===== src/rtl/synth_audio_pkg.sv =====
// Shared audio constants and types for the synth voice path (wave generators,
// mixer and the I2S transmitter).
package synth_audio_pkg;

    localparam int SAMPLE_W = 24;

    typedef logic signed [SAMPLE_W-1:0] sample_t;

    localparam int I2S_SLOT_W  = 32;
    localparam int I2S_CLK_DIV = 8;

endpackage


===== src/rtl/i2s_sample_transmitter_if.sv =====
// Sample hand-off and I2S line bundle between the mixer and the DAC transmitter.
// The master side feeds samples; the slave side is the transmitter.
interface i2s_sample_transmitter_if
    import synth_audio_pkg::*;
#(
    parameter int SAMPLE_W = synth_audio_pkg::SAMPLE_W
);

    logic signed [SAMPLE_W-1:0] sample_l;
    logic signed [SAMPLE_W-1:0] sample_r;
    logic                       sample_load;
    logic                       bclk;
    logic                       lrck;
    logic                       dacdat;

    modport master (
        output sample_l,
        output sample_r,
        input  sample_load,
        input  bclk,
        input  lrck,
        input  dacdat
    );

    modport slave (
        input  sample_l,
        input  sample_r,
        output sample_load,
        output bclk,
        output lrck,
        output dacdat
    );

endinterface


===== src/rtl/i2s_clock_divider.sv =====
// Bit-clock generator: divides clk down to BCLK and flags each BCLK falling
// edge with a one-cycle shift_stb, coincident with bclk going low.
module i2s_clock_divider
    import synth_audio_pkg::*;
#(
    parameter int CLK_DIV = I2S_CLK_DIV
) (
    input  logic clk,
    input  logic reset,
    output logic bclk,
    output logic shift_stb
);

    localparam int CNT_W = (CLK_DIV > 1) ? $clog2(CLK_DIV) : 1;
    localparam logic [CNT_W-1:0] CNT_LAST = CNT_W'(CLK_DIV - 1);

    logic [CNT_W-1:0] div_cnt_q;
    logic [CNT_W-1:0] div_cnt_d;
    logic             bclk_q;
    logic             bclk_d;
    logic             wrap;

    always_comb begin
        wrap      = (div_cnt_q == CNT_LAST);
        div_cnt_d = wrap ? '0 : div_cnt_q + 1'b1;
        bclk_d    = wrap ? ~bclk_q : bclk_q;
    end

    always_ff @(posedge clk) begin
        if (reset) begin
            div_cnt_q <= '0;
            bclk_q    <= 1'b0;
        end else begin
            div_cnt_q <= div_cnt_d;
            bclk_q    <= bclk_d;
        end
    end

    assign bclk = bclk_q;
    // Falling edge is the wrap while bclk is still high; downstream registers
    // update on the same clk edge that drives bclk low.
    assign shift_stb = wrap & bclk_q;

endmodule


===== src/rtl/i2s_sample_transmitter.sv =====
// I2S transmitter toward the codec DAC: captures one stereo pair per frame and
// shifts it out MSB-first, one BCLK after each lrck edge, zero padded.
// Build option I2S_TX_MONO_EN: right shadow captures sample_l, sample_r ignored.
module i2s_sample_transmitter
    import synth_audio_pkg::*;
#(
    parameter int CLK_DIV  = I2S_CLK_DIV,
    parameter int SAMPLE_W = synth_audio_pkg::SAMPLE_W,
    parameter int SLOT_W   = I2S_SLOT_W
) (
    input logic                     clk,
    input logic                     reset,
    i2s_sample_transmitter_if.slave bus
);

    localparam int FRAME_LEN = 2 * SLOT_W;
    localparam int B_W       = $clog2(FRAME_LEN);
    localparam int IDX_W     = (SAMPLE_W > 1) ? $clog2(SAMPLE_W) : 1;

    localparam logic [B_W-1:0] B_LAST = B_W'(FRAME_LEN - 1);
    localparam logic [B_W-1:0] B_SLOT = B_W'(SLOT_W);
    localparam logic [B_W-1:0] B_SAMP = B_W'(SAMPLE_W);

    if (SAMPLE_W > SLOT_W - 1) begin : g_bad_sample_w
        $error("i2s_sample_transmitter: SAMPLE_W must be <= SLOT_W-1");
    end
    if (CLK_DIV < 2) begin : g_bad_clk_div
        $error("i2s_sample_transmitter: CLK_DIV must be >= 2");
    end

    logic                       shift_stb;
    logic                       bclk;

    logic [B_W-1:0]             b_q, b_d;
    logic                       lrck_q, lrck_d;
    logic                       dacdat_q, dacdat_d;
    logic                       load_pend_q, load_pend_d;
    logic                       sample_load_q, sample_load_d;
    logic signed [SAMPLE_W-1:0] shadow_l_q, shadow_l_d;
    logic signed [SAMPLE_W-1:0] shadow_r_q, shadow_r_d;

    logic [B_W-1:0]             b_next;
    logic                       right_slot;
    logic [B_W-1:0]             slot_pos;
    logic [B_W-1:0]             bit_sel;
    logic                       data_bit;

    i2s_clock_divider #(
        .CLK_DIV (CLK_DIV)
    ) u_clk_div (
        .clk       (clk),
        .reset     (reset),
        .bclk      (bclk),
        .shift_stb (shift_stb)
    );

    always_comb begin
        b_next     = (b_q == B_LAST) ? '0 : b_q + 1'b1;
        right_slot = (b_next >= B_SLOT);
        slot_pos   = right_slot ? b_next - B_SLOT : b_next;
        // Slot position 1 carries the MSB, position SAMPLE_W the LSB.
        bit_sel    = B_SAMP - slot_pos;
        data_bit   = right_slot ? shadow_r_q[IDX_W'(bit_sel)] : shadow_l_q[IDX_W'(bit_sel)];

        b_d           = b_q;
        lrck_d        = lrck_q;
        dacdat_d      = dacdat_q;
        shadow_l_d    = shadow_l_q;
        shadow_r_d    = shadow_r_q;
        load_pend_d   = 1'b0;
        sample_load_d = load_pend_q;

        if (shift_stb) begin
            b_d      = b_next;
            lrck_d   = right_slot;
            dacdat_d = ((slot_pos != '0) && (slot_pos <= B_SAMP)) ? data_bit : 1'b0;
            if (b_next == '0) begin
                shadow_l_d  = bus.sample_l;
`ifdef I2S_TX_MONO_EN
                shadow_r_d  = bus.sample_l;
`else
                shadow_r_d  = bus.sample_r;
`endif
                load_pend_d = 1'b1;
            end
        end
    end

    // Reset parks b on the last position so the first shift event captures.
    always_ff @(posedge clk) begin
        if (reset) begin
            b_q           <= B_LAST;
            lrck_q        <= 1'b0;
            dacdat_q      <= 1'b0;
            load_pend_q   <= 1'b0;
            sample_load_q <= 1'b0;
            shadow_l_q    <= '0;
            shadow_r_q    <= '0;
        end else begin
            b_q           <= b_d;
            lrck_q        <= lrck_d;
            dacdat_q      <= dacdat_d;
            load_pend_q   <= load_pend_d;
            sample_load_q <= sample_load_d;
            shadow_l_q    <= shadow_l_d;
            shadow_r_q    <= shadow_r_d;
        end
    end

    assign bus.bclk        = bclk;
    assign bus.lrck        = lrck_q;
    assign bus.dacdat      = dacdat_q;
    assign bus.sample_load = sample_load_q;

endmodule


===== src/flat_wrapper.sv =====
// flat-port wrapper written by rule: the top's interface ports become plain ports
module i2s_sample_transmitter_flat import synth_audio_pkg::*;
#(
    parameter int CLK_DIV  = I2S_CLK_DIV,
    parameter int SAMPLE_W = synth_audio_pkg::SAMPLE_W,
    parameter int SLOT_W   = I2S_SLOT_W
)
  (clk, reset, bus_sample_l, bus_sample_r, bus_sample_load, bus_bclk, bus_lrck, bus_dacdat);
  i2s_sample_transmitter_if #(.SAMPLE_W(SAMPLE_W)) bus_i ();
  input logic clk;
  input logic reset;
  input wire logic [$bits(bus_i.sample_l)-1:0] bus_sample_l;
  input wire logic [$bits(bus_i.sample_r)-1:0] bus_sample_r;
  output wire logic [$bits(bus_i.sample_load)-1:0] bus_sample_load;
  output wire logic [$bits(bus_i.bclk)-1:0] bus_bclk;
  output wire logic [$bits(bus_i.lrck)-1:0] bus_lrck;
  output wire logic [$bits(bus_i.dacdat)-1:0] bus_dacdat;
  assign bus_i.sample_l = bus_sample_l;
  assign bus_i.sample_r = bus_sample_r;
  assign bus_sample_load = bus_i.sample_load;
  assign bus_bclk = bus_i.bclk;
  assign bus_lrck = bus_i.lrck;
  assign bus_dacdat = bus_i.dacdat;
  i2s_sample_transmitter #(.CLK_DIV(CLK_DIV), .SAMPLE_W(SAMPLE_W), .SLOT_W(SLOT_W)) u_core (.clk(clk), .reset(reset), .bus(bus_i));
endmodule

===== config.mk =====
export PLATFORM = sky130hd
export DESIGN_NAME = i2s_sample_transmitter_flat
export DESIGN_NICKNAME = d
export VERILOG_FILES = /design/src/rtl/synth_audio_pkg.sv /design/src/rtl/i2s_sample_transmitter_if.sv /design/src/rtl/i2s_clock_divider.sv /design/src/rtl/i2s_sample_transmitter.sv /design/src/flat_wrapper.sv
export SDC_FILE = /design/constraint.sdc
export NUM_CORES = 1
export LEC_CHECK = 0
export BUFFER_PORTS_ARGS = -buffer_cell sky130_fd_sc_hd__buf_4
export CAP_MARGIN = 20
export CORE_ASPECT_RATIO = 0.6
export CORE_UTILIZATION = 60
export CTS_BUF_LIST = sky130_fd_sc_hd__clkbuf_16
export DETAILED_ROUTE_END_ITERATION = 10
export HOLD_SLACK_MARGIN = 0.06
export PLACE_DENSITY = 0.85
export SLEW_MARGIN = 20
export SYNTH_ARGS = -nofsm -noshare
export SYNTH_HDL_FRONTEND = slang
export SYNTH_HIERARCHICAL = 1
export SYNTH_SLANG_ARGS = --single-unit

===== constraint.sdc =====
create_clock -name clk -period 4.85 [get_ports clk]
set_input_delay 0.97 -clock clk [delete_from_list [all_inputs] [get_ports clk]]
set_output_delay 0.97 -clock clk [all_outputs]
set_load 0.005 [all_outputs]

==> results.yml <==
status:
  outcome: "complete, no violations"
worst_setup_path:
  reg2reg_depth: 7
  worstSetupStartpointType: "flop"
  reg2reg_slack_ns: 1.05
  cp-endpoint: "u_core/shadow_r_q[18]"
  crit_arrival_ns: 3.99
  worstPathMaxFanout: 30
  r2r_end: "u_core/shadow_r_q[18]"
  criticalPathCategory: "flop to flop"
  worstSetupStartpoint: "u_core/b_q[0]"
  worstPathRequired_ns: 5.04
  end_kind: "flop"
  r2r_start: "u_core/b_q[0]"
sta:
  timing.final.crit_period_ns: 3.80
  holdWs_ns: 0.424
  rsz0062_at_grt: "no"
  worstMarginPinSlew_ns: 0.966
  setup_viol: 0
  maxSlewViolCount: 0
  fin_skew_ns: 0.00850
  hold_viol: 0
  fin_crit_sh_pct: 78.4
  fin_tns_setup_ns: 0
  max_freq_mhz: 263
  finalWorstSetupSlack_ns: 1.05
  slew_headroom_pct: 35.5
clocking:
  cts_resized: 0
  cts_buffer_depth: 2
  cts_buffers: 9
  clock-root-buffer: "clkbuf_16"
  cts_tree: "done"
  cts_num_sinks: 62
  cts.clk_slew.worst_paths_ns: 0.05
  htree_num_levels: 3
  clkLatencyLatePin_ns: 0.33
  ctsHoldBuffers: 0
  post_cts_buffers: 0
detailed_routing:
  num_vias: 2567
  wl_mm: 7.02
  dr.first_iter.drc_count: 242
  drc: 0
  dr.pass1.iters: 5
  viasPerCell: 6.00
  postRouteAntennaNets: 0
  wire_per_inst_um: 16.4
cells_and_area:
  drive_gt1_share_pct: 21.9
  multi_input_area_mm2: 0.00167
  nets: 413
  fillers: 331
  num_antenna_cells: 0
  area_delta_synth_final_pct: 20.0
  utilization_pct: 77.9
  regArea_mm2: 0.00124
synth:
  ys_seq_area_share_pct: 40.2
  syn_inst: 320
  syn_avg_cell_area_um2: 9.64
  synth.top_cell.area_share_pct: 40.2
  synthAdderAreaFrac_pct: 1.22
  post-synth-top-count-cell: "dfxtp_1"
  synth-compound-area-share_pct: 11.2
  synth-seq-cells: 62
  synth-async-reset-ratio_pct: 0
  synthTopCellsByCount: "dfxtp_1 (62), nor2_1 (60), mux2i_1 (55)"
  muxShareOfSynthArea_pct: 23.3
  synth_enable_flop_cells: 0
  synth_top_family_by_area: "multiplexers"
  synth_flop_cell: "dfxtp_1"
  ys_warn_count: 6
  syn_area_mm2: 0.00308
  synth-xor-area-share_pct: 1.99
  synth_area_leaders: "dfxtp_1 (40%), mux2i_1 (18%), nor2_1 (7.3%)"
  synth-simple-area-share_pct: 16.5
  synthesis.nets: 373
  yosysTopAreaCell: "dfxtp_1"
  synth.distinct_cells: 54
floorplan:
  pin_count: 54
  start_util_pct: 64.9
  coreArea_mm2: 0.00475
  dieWidth_um: 94.6
  rows: 19
  dieHeight_um: 57.5
  dieArea_mm2: 0.00544
global_route:
  grt_antenna_before_repair: 0
  grt.overflow.total: 0
  grt_max_degree: 58
  grt_util_all_layers_pct: 28.8
  grt_pass1_vias: 2325
  grt_pass1_wl_mm: 11.5
flow_run:
  maxCapViolations: 0
power_and_ir_drop:
  peakVddDrop_v: 0.000246
  p_total_mw: 1.16
  power_density_mw_per_mm2: 312
  p_leak_nw: 1.83
placement:
  dp_slack_ns: 1.14
  dp_hpwl_mm: 4.67
  finalWeightedCongestion: 0.907
  buffer_ports.inserted: 53
hold_path:
  hold_path_class: "flop to flop"
  min_from: "u_core/u_clk_div/div_cnt_q[0]"
[cell usage in the layout (no fill, tap or decap), drive strengths merged, types with 3 or more instances in the layout]
cell	Yosys	final
ha	3	3
nor3b	3	3
dfxtp	62	62
o21ai	6	6
inv	4	6
o211ai	3	3
xor2	4	4
mux4	7	7
xnor2	3	3
nor3	5	5
mux2i	55	55
nor2	60	60
nand2	22	22
a21oi	6	6
nand2b	3	3
clkinv	0	4
o311ai	4	4
nand3	5	5
buf	19	55
nor2b	3	3
clkbuf	7	9
a311o	3	3
[critical path: stages, from the launching register on]
cell and delay, ns:
dfxtp_1 0.87, ha_1 0.62, nand3_1 0.16, a221oi_2 0.41
nand3_2 0.83, buf_4 0.52, mux2i_1 0.18, nor2_1 0.06
[cell type report]
type                       count  area share, %
clock buffer                   9           6.08
clock inverter                 7           1.55
inverter                       4          0.406
multi-input combinational    228           45.2
sequential                    62           33.5
tap                           63           2.13
timing repair buffer          55           11.2
[logic make-up (layout without fill, tap and decap cells)]
logic type	Yosys count	in the layout
buf+inv	30	75
compound gates	44	44
simple gates	111	111
xor+xnor	7	7
fa+ha+maj	3	3
mux	63	63
flops	62	62
[power breakdown]
part,switching (mW),total (mW),leakage [nW],internal [mW]
sequential,0.000884,0.513,0.500,0.512
combinational,0.0163,0.0442,1.18,0.0279
clock,0.210,0.598,0.145,0.388
total,0.227,1.16,1.83,0.928
[routing by layer]
metal  track usage, %  routed length, µm
met1             39.4               3090
met2             40.6               3030
met3             11.3                745
met4             11.9                149
met5                0                  0
[through the flow]
stage	instances	instance area (µm²)
finish	428	3700
global route	428	3700
CTS	428	3700
detailed placement	412	3420
global placement	412	3420
floorplan	320	3080
[how the worst min path moves through the flow]
stage                                          to  cells after the start
floorplan           u_core/u_clk_div/div_cnt_q[0]                      1
global placement    u_core/u_clk_div/div_cnt_q[0]                      1
detailed placement  u_core/u_clk_div/div_cnt_q[0]                      1
CTS                 u_core/u_clk_div/div_cnt_q[0]                      1
global route        u_core/u_clk_div/div_cnt_q[0]                      1
finish              u_core/u_clk_div/div_cnt_q[0]                      1
[flip-flops by register name (all words and copies together), names as in the netlist]
signal / flops
u_core/shadow_l_q: 24
u_core/shadow_r_q: 24
u_core/b_q: 6
u_core/u_clk_div/div_cnt_q: 3
u_core/bus.dacdat: 1
u_core/bus.lrck: 1
u_core/bus.sample_load: 1
u_core/load_pend_q: 1
u_core/u_clk_div/bclk: 1
Power figures use the tool's default switching activity.
